**src/rtl/operand_stream_loader.sv**
```systemverilog
// Host-side front end of the Montgomery multiplier core: loads p'_0, p, a, b
// into the bridge BRAM, kicks the core, then streams the result words back out.
module operand_stream_loader #(
  parameter int unsigned s        = 8,
  localparam int unsigned AW      = $clog2(4 * s),
  parameter int unsigned P_PRIME_0_ADDR = 0,
  parameter int unsigned P_BASE   = 1,
  parameter int unsigned A_BASE   = s + 1,
  parameter int unsigned B_BASE   = 2 * s + 1,
  parameter int unsigned RES_BASE = s + 1
) (
  input  logic          clock_i,
  input  logic          reset_i,
  input  logic [16:0]   s_data_i,
  input  logic          s_valid_i,
  output logic          s_ready_o,
  output logic [16:0]   m_data_o,
  output logic          m_valid_o,
  output logic          m_last_o,
  input  logic          m_ready_i,
  output logic [AW-1:0] bram_addr_o,
  output logic [16:0]   bram_din_o,
  output logic          bram_we_o,
  output logic          bram_en_o,
  input  logic [16:0]   bram_dout_i,
  output logic          core_start_o,
  input  logic          core_done_i,
  output logic          busy_o
);

  localparam int unsigned DW = 17;
  localparam int unsigned CW = $clog2(3 * s + 1);
  localparam int unsigned RW = (s > 1) ? $clog2(s) : 1;

  typedef enum logic [2:0] {
    LOAD, START, WAIT_DONE, RD_REQ, RD_WAIT, OUT
  } state_t;

  state_t        state_q, state_d;
  logic [CW-1:0] word_cnt_q, word_cnt_d;
  logic [RW-1:0] res_cnt_q, res_cnt_d;
  logic [DW-1:0] m_data_q, m_data_d;
  logic          core_start_q;
  logic [AW-1:0] load_addr;
  logic          res_last;

  // Map the incoming word index onto the p'_0 / p / a / b regions.
  always_comb begin
    load_addr = AW'(P_PRIME_0_ADDR);
    if (word_cnt_q == '0) begin
      load_addr = AW'(P_PRIME_0_ADDR);
    end else if (word_cnt_q <= CW'(s)) begin
      load_addr = AW'(P_BASE) + AW'(word_cnt_q) - AW'(1);
    end else if (word_cnt_q <= CW'(2 * s)) begin
      load_addr = AW'(A_BASE) + AW'(word_cnt_q) - AW'(s + 1);
    end else begin
      load_addr = AW'(B_BASE) + AW'(word_cnt_q) - AW'(2 * s + 1);
    end
  end

  assign res_last = (res_cnt_q == RW'(s - 1));

  // Next-state, counter and BRAM/stream handshake decode.
  always_comb begin
    state_d     = state_q;
    word_cnt_d  = word_cnt_q;
    res_cnt_d   = res_cnt_q;
    m_data_d    = m_data_q;
    s_ready_o   = 1'b0;
    bram_en_o   = 1'b0;
    bram_we_o   = 1'b0;
    bram_addr_o = '0;
    bram_din_o  = '0;
    m_valid_o   = 1'b0;
    m_last_o    = 1'b0;
    case (state_q)
      LOAD: begin
        s_ready_o = 1'b1;
        if (s_valid_i) begin
          bram_en_o   = 1'b1;
          bram_we_o   = 1'b1;
          bram_din_o  = s_data_i;
          bram_addr_o = load_addr;
          if (word_cnt_q == CW'(3 * s)) begin
            state_d = START;
          end else begin
            word_cnt_d = word_cnt_q + CW'(1);
          end
        end
      end
      START: begin
        state_d = WAIT_DONE;
      end
      WAIT_DONE: begin
        if (core_done_i) begin
          state_d   = RD_REQ;
          res_cnt_d = '0;
        end
      end
      RD_REQ: begin
        bram_en_o   = 1'b1;
        bram_addr_o = AW'(RES_BASE) + AW'(res_cnt_q);
        state_d     = RD_WAIT;
      end
      RD_WAIT: begin
        m_data_d = bram_dout_i;
        state_d  = OUT;
      end
      OUT: begin
        m_valid_o = 1'b1;
        m_last_o  = res_last;
        if (m_ready_i) begin
          if (!res_last) begin
            res_cnt_d = res_cnt_q + RW'(1);
            state_d   = RD_REQ;
          end else begin
            res_cnt_d  = '0;
            word_cnt_d = '0;
            state_d    = LOAD;
          end
        end
      end
      default: begin
        state_d = LOAD;
      end
    endcase
  end

  // State, counters, result word and the start pulse register.
  always_ff @(posedge clock_i) begin
    if (reset_i) begin
      state_q      <= LOAD;
      word_cnt_q   <= '0;
      res_cnt_q    <= '0;
      m_data_q     <= '0;
      core_start_q <= 1'b0;
    end else begin
      state_q      <= state_d;
      word_cnt_q   <= word_cnt_d;
      res_cnt_q    <= res_cnt_d;
      m_data_q     <= m_data_d;
      core_start_q <= (state_q == START);
    end
  end

  assign m_data_o     = m_data_q;
  assign core_start_o = core_start_q;
  assign busy_o       = !((state_q == LOAD) && (word_cnt_q == '0));

endmodule

```
**config.mk**
```make
export PLATFORM = sky130hd
export DESIGN_NAME = operand_stream_loader
export DESIGN_NICKNAME = d
export VERILOG_FILES = /design/src/rtl/operand_stream_loader.sv
export SDC_FILE = /design/constraint.sdc
export NUM_CORES = 1
export LEC_CHECK = 0
export CAP_MARGIN = 20
export CORE_ASPECT_RATIO = 1.1
export CORE_MARGIN = 4
export CORE_UTILIZATION = 55
export DETAILED_ROUTE_END_ITERATION = 8
export DONT_BUFFER_PORTS = 1
export GPL_TIMING_DRIVEN = 1
export PLACE_DENSITY = 0.8
export SLEW_MARGIN = 15
export SYNTH_ARGS = -nofsm -noshare
export SYNTH_HDL_FRONTEND = slang
export SYNTH_SLANG_ARGS = --single-unit
```
**constraint.sdc**
```tcl
create_clock -name clock_i -period 2.9 [get_ports clock_i]
set_clock_uncertainty 0.05 [all_clocks]
set_input_delay 0.725 -clock clock_i [delete_from_list [all_inputs] [get_ports clock_i]]
set_output_delay 0.725 -clock clock_i [all_outputs]
set_load 0.01 [all_outputs]
```
* Yosys cells after proc, flatten, opt, wreduce, memory -nomap -nowiden
Index checks and enable logic that the tools add are counted.
Storage, ports and cells: bits in registers 29, input bits 39, output and inout port bits 46
Operators by class: $add $sub $neg 8, order comparisons 2, eq/ne operators 13, muxes and demuxes 28, reductions and logical operators 9
Operators by type and width (count):
- 5-bit 2-to-1 mux | 8
- 17-bit 2-to-1 mux | 2
- 3-bit 2-to-1 mux | 7
- 5-bit one-hot mux with 2 select lines | 2
- 3-bit one-hot mux with 6 select lines | 1
- 2-bit inequality test (second input constant) | 6
- 3-bit == test (second input constant) | 3
- 3-bit by 2-bit == test with 1-bit output (second input constant) | 2
- 3-bit one-hot mux with 2 select lines | 1
- 4-bit by 3-bit adder with 5-bit output (first input constant) | 1
- 4-bit by 5-bit adder with 5-bit output (first input constant) | 1
- 5-bit by 1-bit adder with 5-bit output (second input constant) | 1
- 5-bit adder (first input constant) | 1
- 5-bit == test (second input constant) | 1
- 5-bit by 4-bit <= comparator with 1-bit output (second input constant) | 1
- 5-bit <= comparator (second input constant) | 1
- 5-bit logical NOT | 1
- 1-bit 2-to-1 mux | 5
- 5-bit AND reduction | 1
- 5-bit by 1-bit subtractor with 5-bit output (second input constant) | 1
- 5-bit by 4-bit subtractor with 5-bit output (second input constant) | 1
- 5-bit subtractor (second input constant) | 1
- 4-bit AND reduction | 1
- 2-bit nonzero test | 2
- 8 further kinds | 8

* Longest topological paths before layout
Gate-level depths: netlist (run 1).
depth after elaboration 7, mapped depth 8, gate-level depth less buffers 7

* Worst setup path after synthesis (run 1)
Ideal clock, no wire load.
path kind input-to-output, start input s_valid_i, end output bram_addr_o[3], data arrival time 1.814 ns, data required time 2.125 ns, slack 0.311 ns, stages on the path 5, path buffers 1, cell sequence or4b_4 buf_6 inv_1 o211ai_1 o221ai_1
On the way: word-level cells in the longest chain between the ends 2
RTL lines:
- from (decl) | RTL line 15 | input logic s_valid_i,
- 5-bit 2-to-1 mux | RTL line 79 | if (s_valid_i) begin
- 5-bit one-hot mux with 2 select lines | RTL line 76 | case (state_q)
- to (decl) | RTL line 21 | output logic [AW-1:0] bram_addr_o,
Every way passes these cells.

* Worst setup path in the final report (run 1)
start register word_cnt_q[0], end output bram_addr_o[1]
On the way: word-level cells in the longest chain between the ends 7, elaborated cells on any way between the ends 14
RTL lines:
- from (decl) | RTL line 40 | logic [CW-1:0] word_cnt_q, word_cnt_d;
- from (signal assigned) | RTL line 139 | word_cnt_q <= word_cnt_d;
- 5-bit adder or 4-bit by 5-bit adder with 5-bit output (tied branches) | RTL line 57, 55
- 5-bit subtractor or 5-bit by 4-bit subtractor with 5-bit output (tied branches) | RTL line 57, 55
- 5-bit 2-to-1 mux | RTL line 54 | end else if (word_cnt_q <= CW'(2 * s)) begin
- 5-bit 2-to-1 mux | RTL line 52 | end else if (word_cnt_q <= CW'(s)) begin
- 5-bit 2-to-1 mux * | RTL line 50 | if (word_cnt_q == '0) begin
- 5-bit 2-to-1 mux * | RTL line 79
- 5-bit one-hot mux with 2 select lines * | RTL line 76
Mark *: on every way between the ends. The rest lies on a longest branch, timed or not.

==> results of run 1 <==
-- final cells by class --
class | instances | area [um^2]
Multi-Input combinational cell | 169 | 996
Fill cell | 264 | 1100
Inverter | 5 | 18.8
Clock inverter | 1 | 30.0
Clock buffer | 7 | 55.1
Sequential cell | 29 | 583
Tap cell | 33 | 41.3
Timing Repair Buffer | 4 | 30.0
-- cell usage after synthesis, types with 2 or more instances --
master | instances | share of area
nand2_1 | 49 | 0.11
dfxtp_1 | 29 | 0.35
a21oi_1 | 23 | 0.069
and3_1 | 18 | 0.067
clkbuf_1 | 11 | 0.025
nor2_1 | 10 | 0.022
o21ai_0 | 7 | 0.021
nor3_1 | 6 | 0.018
ha_1 | 5 | 0.037
inv_1 | 5 | 0.011
nor3b_1 | 4 | 0.018
and2_1 | 3 | 0.011
buf_1 | 3 | 0.0067
buf_6 | 3 | 0.020
nand2b_1 | 3 | 0.011
nand3_1 | 3 | 0.0089
o21ai_1 | 3 | 0.0089
o41ai_1 | 3 | 0.016
a211oi_1 | 2 | 0.0089
a31oi_1 | 2 | 0.0075
buf_2 | 2 | 0.0060
nand4b_1 | 2 | 0.010
nor2b_1 | 2 | 0.0075
xnor2_1 | 2 | 0.010
-- worst reg2reg max path, stage by stage (launching register included) --
cell and delay, ns:
dfxtp_1 0.50, and2b_1 0.27, and2_0 0.32, a311oi_2 0.51
o21ai_0 0.16, o21ai_1 0.10
-- metal layers --
layer	global-route usage	part of all wire	vias up
met3	0.0566	0.086	9
met1	0.237	0.38	709
met4	0.111	0.019	0
li1	-	-	759
met5	0	0	-
met2	0.348	0.52	71
-- cells by family after synthesis --
logic type,Yosys count,synth area share
xor+xnor,2,0.0104
fa+ha+maj,5,0.0373
compound gates,51,0.188
simple gates,110,0.343
buf+inv,24,0.0686
flops,29,0.346
mux,1,0.00671
-- what timing repair did --
| item | 4_1_cts | 5_1_grt |
|---|---|---|
| setup buffers | 0 | 0 |
| resized for setup | 2 | 4 |
| endpoints found under the setup margin | 2 | 3 |
-- power breakdown --
group          internal, mW  total, mW  switching [mW]
clock                 0.206      0.343           0.137
combinational        0.0360     0.0875          0.0515
sequential            0.401      0.408         0.00704
total                 0.643      0.838           0.195
-- path summary, 6_finish.rpt --
path,endpoint,slack [ns],depth (start not counted)
worst max-delay path,bram_addr_o[1],0.1,6
worst max register to register,word_cnt_q[2],0.94,5
worst min-delay path,m_data_o[15],0.41,1
worst min register to register,res_cnt_q[1],0.43,2
-- flip-flops by register name, indices dropped and copies added (netlist names) --
signal / count
core_start_o: 1
m_data_o: 17
res_cnt_q: 3
state_q: 3
word_cnt_q: 5
-- cell usage in the layout (no fill, tap or decap), types with 2 or more instances in the layout --
master	synthesis	routed
nand2_1	49	49
dfxtp_1	29	27
a21oi_1	23	23
and3_1	18	18
nor2_1	10	10
nor3_1	6	6
inv_1	5	5
o21ai_1	3	5
o21ai_0	7	5
ha_1	5	5
clkbuf_4	0	5
nor3b_1	4	4
buf_4	0	4
nand2b_1	3	3
nand3_1	3	3
o41ai_1	3	3
and2_1	3	3
a31oi_1	2	2
nand4b_1	2	2
nor2b_1	2	2
a211oi_1	2	2
dfxtp_2	0	2
==> results.tsv, run 1 <==
stage	metric	value	unit
global_routing	gr-usage-all-layers	0.209	
power	finalPower	0.838	mW
timing	setup_ws	0.0961	ns
cts	cts-root-buf	clkbuf_4	
cts	cts-buffers-inserted	5	
global_routing	antenna_found_initial	0	
cells_and_area	num_antenna_cells	0	
worst_hold_path	min_path_type	in2reg	
placement	port-buffer-count	0	
setup_path	cp_num_buf_inv	1	
synthesis	syn_avg_cell_area	7.56	um^2
power	total_leakage_power	0.669	nW
drt	finalWirelength	4.09	mm
cells_and_area	final_util	0.615	
global_routing	grt_pass1_vias	1449	
timing	rsz0062_at_grt	true	
floorplan	pin_count	85	
drt	dr.pass1.iters	4	
synthesis	ys.flop_type	dfxtp_1	
floorplan	coreArea	0.00285	mm^2
global_routing	grt_first_pass_wirelength	6.44	mm
setup_path	crit_type	reg2out	
setup_path	max_stage_delay	0.45	ns
floorplan	die_area	0.00400	mm^2
setup_path	cp-start-kind	register	
setup_path	reg2reg_from	state_q[1]	
timing	fin_crit	2.80	ns
synthesis	async_flop_share	0	
timing	fmax	357	MHz
power	max-vdd-ir-drop	352	uV
job	max-cap-violations	0	
setup_path	critical_path_arrival	2.03	ns
cells_and_area	area_delta_synth_final	4.55	%
synthesis	syn_inst	222	
cts	clock_path_buffers	2	
setup_path	worstPathRequired	2.12	ns
floorplan	num_rows	20	
cells_and_area	layout.cells.non_filler	248	
timing	hold_slack	0.415	ns
placement	finalWeightedCongestion	0.949	
drt	num_vias	1548	
timing	relSlewSlack	0.629	
drt	viasPerCell	6.24	
placement	placed_cells	240	
floorplan	start_util	0.588	
setup_path	path_cells	inv_1 > ha_1 > xnor2_2 > o31ai_1 > a221oi_1 > o21ai_1	
placement	dpl-instance-area	0.00165	mm^2
cells_and_area	stdcell_area	0.00175	mm^2
placement	hpwl	3.06	mm
timing	finalHoldViolCount	0	
synthesis	synth_edf_count	0	
cts	cts_hold_buf	0	
cts	h-tree-depth	2	
timing	fin_crit_sh	0.967	
setup_path	cp-end-kind	primary output	
power	p_per_area	478	mW/mm^2
synthesis	synth_warnings	0	
timing	setup-violations-final	0	
synthesis	syn_area	0.00168	mm^2
setup_path	critical_path.max_fanout	9	
placement	place_ws	0.238	ns
timing	slew_violations	0	
timing	setup_tns	0	ns
setup_path	startpoint	word_cnt_q[0]	
drt	drt_iter0_drc	97	
timing	worst_pin_slew	0.556	ns
drt	drt-wirelength-per-cell	16.5	um
floorplan	die_y	65.9	um
drt	drc	0	
synthesis	synth_seq_cells	29	
cts	cts_num_sinks	29	
cts	cts_tree	yes	
cts	worst_skew_pair.late_latency	0.32	ns
outcome	outcome	complete, no violations	
setup_path	cp_top_family	compound AO/OA/AOI/OAI gates	
cells_and_area	drive_above_1_share	0.0977	
global_routing	grt_max_degree	30	
worst_hold_path	hold_start	reset_i	
cells_and_area	layout.nets	258	
drt	ant_nets	0	
cts	cts.reportedPaths.clkPinSlew	0.09	ns
floorplan	dieWidth	60.7	um
synthesis	yosysUniqueCellTypes	46	
synthesis	syn_nets	266	
global_routing	grt_overflow	0	
setup_path	slowest_stage	dfxtp_2	
synthesis	yosysSeqAreaShare	0.346	
No activity file was read; power rests on OpenSTA's default activity.
==> inputs of run 2 (changes only) <==
Settings changed: CORE_ASPECT_RATIO 1.1 to default, RECOVER_POWER from default to 25.
==> results.tsv, run 2 (synthesis results as in run 1) <==
stage	metric	value	unit
drt	finalWirelength	4.01	mm
timing	setup_tns	0	ns
floorplan	die_area	0.00400	mm^2
global_routing	grt_first_pass_wirelength	6.53	mm
global_routing	gr-usage-all-layers	0.198	
drt	viasPerCell	6.29	
cells_and_area	layout_common_cells	nand2_1 (49), dfxtp_1 (27), a21oi_1 (23), and3_1 (18), nor2_1 (10)	
global_routing	grt_pass1_vias	1495	
floorplan	coreArea	0.00283	mm^2
timing	fin_crit_sh	0.961	
setup_path	critical_path.max_fanout	9	
drt	drc	0	
cells_and_area	num_antenna_cells	0	
power	total_leakage_power	0.664	nW
setup_path	crit_type	reg2out	
cts	clock_path_buffers	2	
global_routing	grt_overflow	0	
setup_path	path_common_cell	nand2b_1	
worst_hold_path	hold_start	reset_i	
global_routing	grt_max_degree	30	
cts	cts_tree	yes	
power	max-vdd-ir-drop	383	uV
cells_and_area	largest_reg_flops	17	
drt	drt-wirelength-per-cell	16.3	um
floorplan	pin_count	85	
setup_path	reg2reg_from	word_cnt_q[0]	
placement	finalWeightedCongestion	0.866	
worst_hold_path	min_path_type	in2reg	
job	max-cap-violations	0	
timing	fmax	359	MHz
cells_and_area	drive_above_1_share	0.0977	
setup_path	path_cells	inv_1 > ha_1 > nand2b_1 > nand2b_1 > a31oi_1 > o211ai_1 > o221ai_2	
cts	cts.reportedPaths.clkPinSlew	0.09	ns
cts	h-tree-depth	2	
setup_path	critical_path_arrival	2.01	ns
timing	setup-violations-final	0	
power	p_per_area	475	mW/mm^2
setup_path	ff2ff_path_depth	7	
cts	cts_hold_buf	0	
setup_path	worstReg2RegEnd	word_cnt_q[2]	
worst_hold_path	min_to	m_data_o[16]	
timing	rsz0062_at_grt	false	
outcome	outcome	complete, no violations	
timing	fin_crit	2.79	ns
cts	cts-buffers-inserted	5	
setup_path	slowest_stage	dfxtp_4	
setup_path	cp-end-kind	primary output	
setup_path	r2r_slack	0.89	ns
cells_and_area	layout.nets	258	
cells_and_area	fillers	262	
timing	slew_violations	0	
floorplan	start_util	0.593	
cts	cts_num_sinks	29	
drt	dr.pass1.iters	4	
cells_and_area	final_common_cell	nand2_1	
drt	num_vias	1548	
cts	worst_skew_pair.late_latency	0.32	ns
floorplan	dieWidth	63.2	um
timing	hold_slack	0.411	ns
cells_and_area	area_delta_synth_final	4.10	%
cts	cts-root-buf	clkbuf_4	
floorplan	num_rows	19	
floorplan	die_y	63.2	um
global_routing	antenna_found_initial	0	
placement	hpwl	2.95	mm
drt	ant_nets	0	
cts	cts_setup_buffers	0	
timing	worst_pin_slew	0.558	ns
timing	finalHoldViolCount	0	
timing	relSlewSlack	0.628	
placement	port-buffer-count	0	
drt	drt_iter0_drc	104	
setup_path	max_stage_delay	0.41	ns
setup_path	cp-start-kind	register	
worst_hold_path	holdPathStages	1	
setup_path	worstPathRequired	2.12	ns
run 2: cell type report:
type                            count  area (um^2)  share of cell area
Multi-Input combinational cell    169          988               0.566
Sequential cell                    29          586               0.335
Clock buffer                        7         55.1              0.0315
Tap cell                           31         38.8              0.0222
Clock inverter                      1         30.0              0.0172
Timing Repair Buffer                4         30.0              0.0172
Inverter                            5         18.8              0.0107
run 2: critical path, delay by kind of cell, from the launching register on:
kind	cells	cell delay, ns
buffers and inverters	1	0.10
and+or+nand+nor	2	0.30
adders and majority gates	1	0.28
DFF	1	0.41
AOI/OAI and AO/OA	3	0.61
run 2: what timing repair did:
item	in CTS	in global routing
resized for setup	3	3
pin swaps	0	1
endpoints found under the setup margin	2	3
run 2: metrics by stage:
stage / power, mW / utilization / setup WS (ns) / instance area [um^2] / std cells
floorplan: 0.492 / - / 0.311 / 1680 / 222
global placement: 0.493 / 0.583 / 0.259 / 1650 / 238
detailed placement: 0.498 / 0.583 / 0.206 / 1650 / 238
CTS: 0.836 / 0.616 / 0.0179 / 1740 / 246
global route: 0.869 / 0.617 / 0.0169 / 1750 / 246
finish: 0.830 / 0.617 / 0.112 / 1750 / 246
run 2: where the power goes:
group          internal, mW  total [mW]  switching, mW
clock                 0.206       0.339          0.133
sequential            0.401       0.407        0.00670
combinational        0.0333      0.0839         0.0506
run 2: how the worst max path moves through the flow:
stage,slack [ns],cells after the start,end,start
finish,0.11,7,bram_addr_o[3],word_cnt_q[0]
detailed placement,0.21,4,bram_addr_o[3],s_valid_i
global route,0.02,5,bram_addr_o[2],state_q[0]
global placement,0.26,4,bram_addr_o[3],s_valid_i
floorplan,0.31,5,bram_addr_o[3],s_valid_i
CTS,0.02,7,bram_addr_o[3],word_cnt_q[1]
run 2: layer usage:
metal	GRT usage	share of wire
met1	0.214	0.39
met2	0.356	0.51
met3	0.0693	0.078
met4	0.0728	0.022
met5	0	0
==> inputs of run 3 (changes only) <==
Settings changed: BUFFER_PORTS_ARGS from default to -buffer_cell sky130_fd_sc_hd__buf_2, CORE_UTILIZATION 55 to 45, DONT_BUFFER_PORTS 1 to default, PLACE_DENSITY 0.8 to 0.89, TNS_END_PERCENT from default to 30.
==> results.tsv, run 3 (synthesis results as in run 1) <==
stage	metric	value	unit
drt	dr.pass1.iters	4	
setup_path	reg2reg_from	state_q[0]	
timing	setup_ws	0.192	ns
drt	num_vias	1842	
job	max-cap-violations	0	
timing	setup_tns	0	ns
placement	dpl-instance-area	0.00209	mm^2
cells_and_area	area_delta_synth_final	28.9	%
cts	worst_skew_pair.late_latency	0.28	ns
cts	cts-root-buf	clkbuf_8	
floorplan	pin_count	85	
worst_hold_path	hold_start	m_data_o[10]	
cts	cts-buffers-inserted	5	
power	max-vdd-ir-drop	382	uV
setup_path	worstPathRequired	2.12	ns
placement	hpwl	3.43	mm
cts	cts_num_sinks	29	
global_routing	gr-usage-all-layers	0.189	
global_routing	grt_overflow	0	
timing	rsz0062_at_grt	false	
global_routing	antenna_found_initial	0	
cells_and_area	final_common_cell	buf_2	
setup_path	cp-end-kind	primary output	
cells_and_area	num_antenna_cells	0	
floorplan	start_util	0.484	
cells_and_area	largest_reg_flops	17	
cells_and_area	layout_common_cells	buf_2 (68), nand2_1 (49), dfxtp_1 (27), a21oi_1 (23), and3_1 (18)	
drt	viasPerCell	5.34	
drt	ant_nets	0	
setup_path	critical_path.max_fanout	10	
global_routing	grt_max_degree	30	
placement	place_ws	0.246	ns
timing	slew_violations	0	
cells_and_area	fillers	323	
cells_and_area	drive_above_1_share	0.298	
cts	cts_tree	yes	
setup_path	cp-start-kind	register	
outcome	outcome	complete, no violations	
placement	finalWeightedCongestion	0.911	
floorplan	dieWidth	69.1	um
floorplan	num_rows	21	
power	total_leakage_power	0.976	nW
global_routing	grt_pass1_vias	1699	
cells_and_area	layout.nets	342	
worst_hold_path	min_path_type	reg2reg	
floorplan	die_y	69.1	um
timing	fmax	369	MHz
cells_and_area	final_util	0.624	
cts	cts_hold_buf	0	
placement	port-buffer-count	84	
drt	drc	0	
floorplan	die_area	0.00477	mm^2
timing	setup-violations-final	0	
timing	finalHoldViolCount	0	
cts	clock_path_buffers	2	
timing	fin_crit	2.71	ns
cells_and_area	stdcell_area	0.00216	mm^2
cts	h-tree-depth	2	
global_routing	grt_first_pass_wirelength	7.47	mm
setup_path	critical_path_arrival	1.93	ns
timing	worst_pin_slew	1.32	ns
setup_path	crit_type	reg2out	
cts	cts.reportedPaths.clkPinSlew	0.06	ns
setup_path	ff2ff_path_depth	6	
timing	relSlewSlack	0.120	
drt	finalWirelength	4.48	mm
floorplan	coreArea	0.00347	mm^2
power	p_per_area	397	mW/mm^2
timing	fin_crit_sh	0.934	
setup_path	startpoint	word_cnt_q[1]	
drt	drt-wirelength-per-cell	13.0	um
worst_hold_path	holdPathStages	2	
drt	drt_iter0_drc	173	
run 3: path summary, 6_finish.rpt:
path	slack (ns)	endpoint
worst max-delay path	0.19	bram_addr_o[1]
worst min-delay path	0.41	m_data_o[10]
worst max register to register	1.01	word_cnt_q[4]
worst min register to register	0.41	m_data_o[10]
run 3: critical path, cell delays in order (launching register included):
cell      delay [ns]
dfxtp_2         0.42
inv_1           0.09
ha_2            0.39
xnor2_1         0.15
o31ai_1         0.09
a221oi_1        0.26
o21ai_0         0.11
buf_2           0.14
run 3: routing by layer:
layer / global-route usage / wire length [um] / part of all wire / vias to the layer above
li1: - / - / - / 921
met3: 0.0756 / 420 / 0.094 / 9
met5: 0 / 0 / 0 / -
met1: 0.208 / 1770 / 0.40 / 829
met4: 0.0564 / 68 / 0.015 / 0
met2: 0.333 / 2220 / 0.50 / 83
run 3: area by class of cell:
cell class                 count  area (um^2)  share of cell area
clock inverter                 3         17.5             0.00810
sequential                    29          586               0.271
clock buffer                   5         68.8              0.0318
timing repair buffer          88          430               0.199
inverter                       5         18.8             0.00868
tap                           46         57.6              0.0266
multi-input combinational    169          985               0.455
run 3: power by group:
| part | internal, mW | total (mW) | switching (mW) |
|---|---|---|---|
| clock network | 0.165 | 0.320 | 0.155 |
| logic | 0.0640 | 0.131 | 0.0671 |
| registers | 0.401 | 0.408 | 0.00648 |
| total | 0.630 | 0.859 | 0.229 |
run 3: timing repair:
action,in CTS,in global routing
setup endpoints to repair,1,2
buffers inserted,0,0
cloned,0,0
resized for setup,1,3
run 3: per-stage QoR:
step,power (mW),std cells,hold WS (ns)
after floorplan,0.492,222,0.399
after global placement,0.543,337,0.389
after detailed placement,0.546,337,0.394
after CTS,0.862,345,0.403
after global routing,0.900,345,0.435
final,0.859,345,0.406
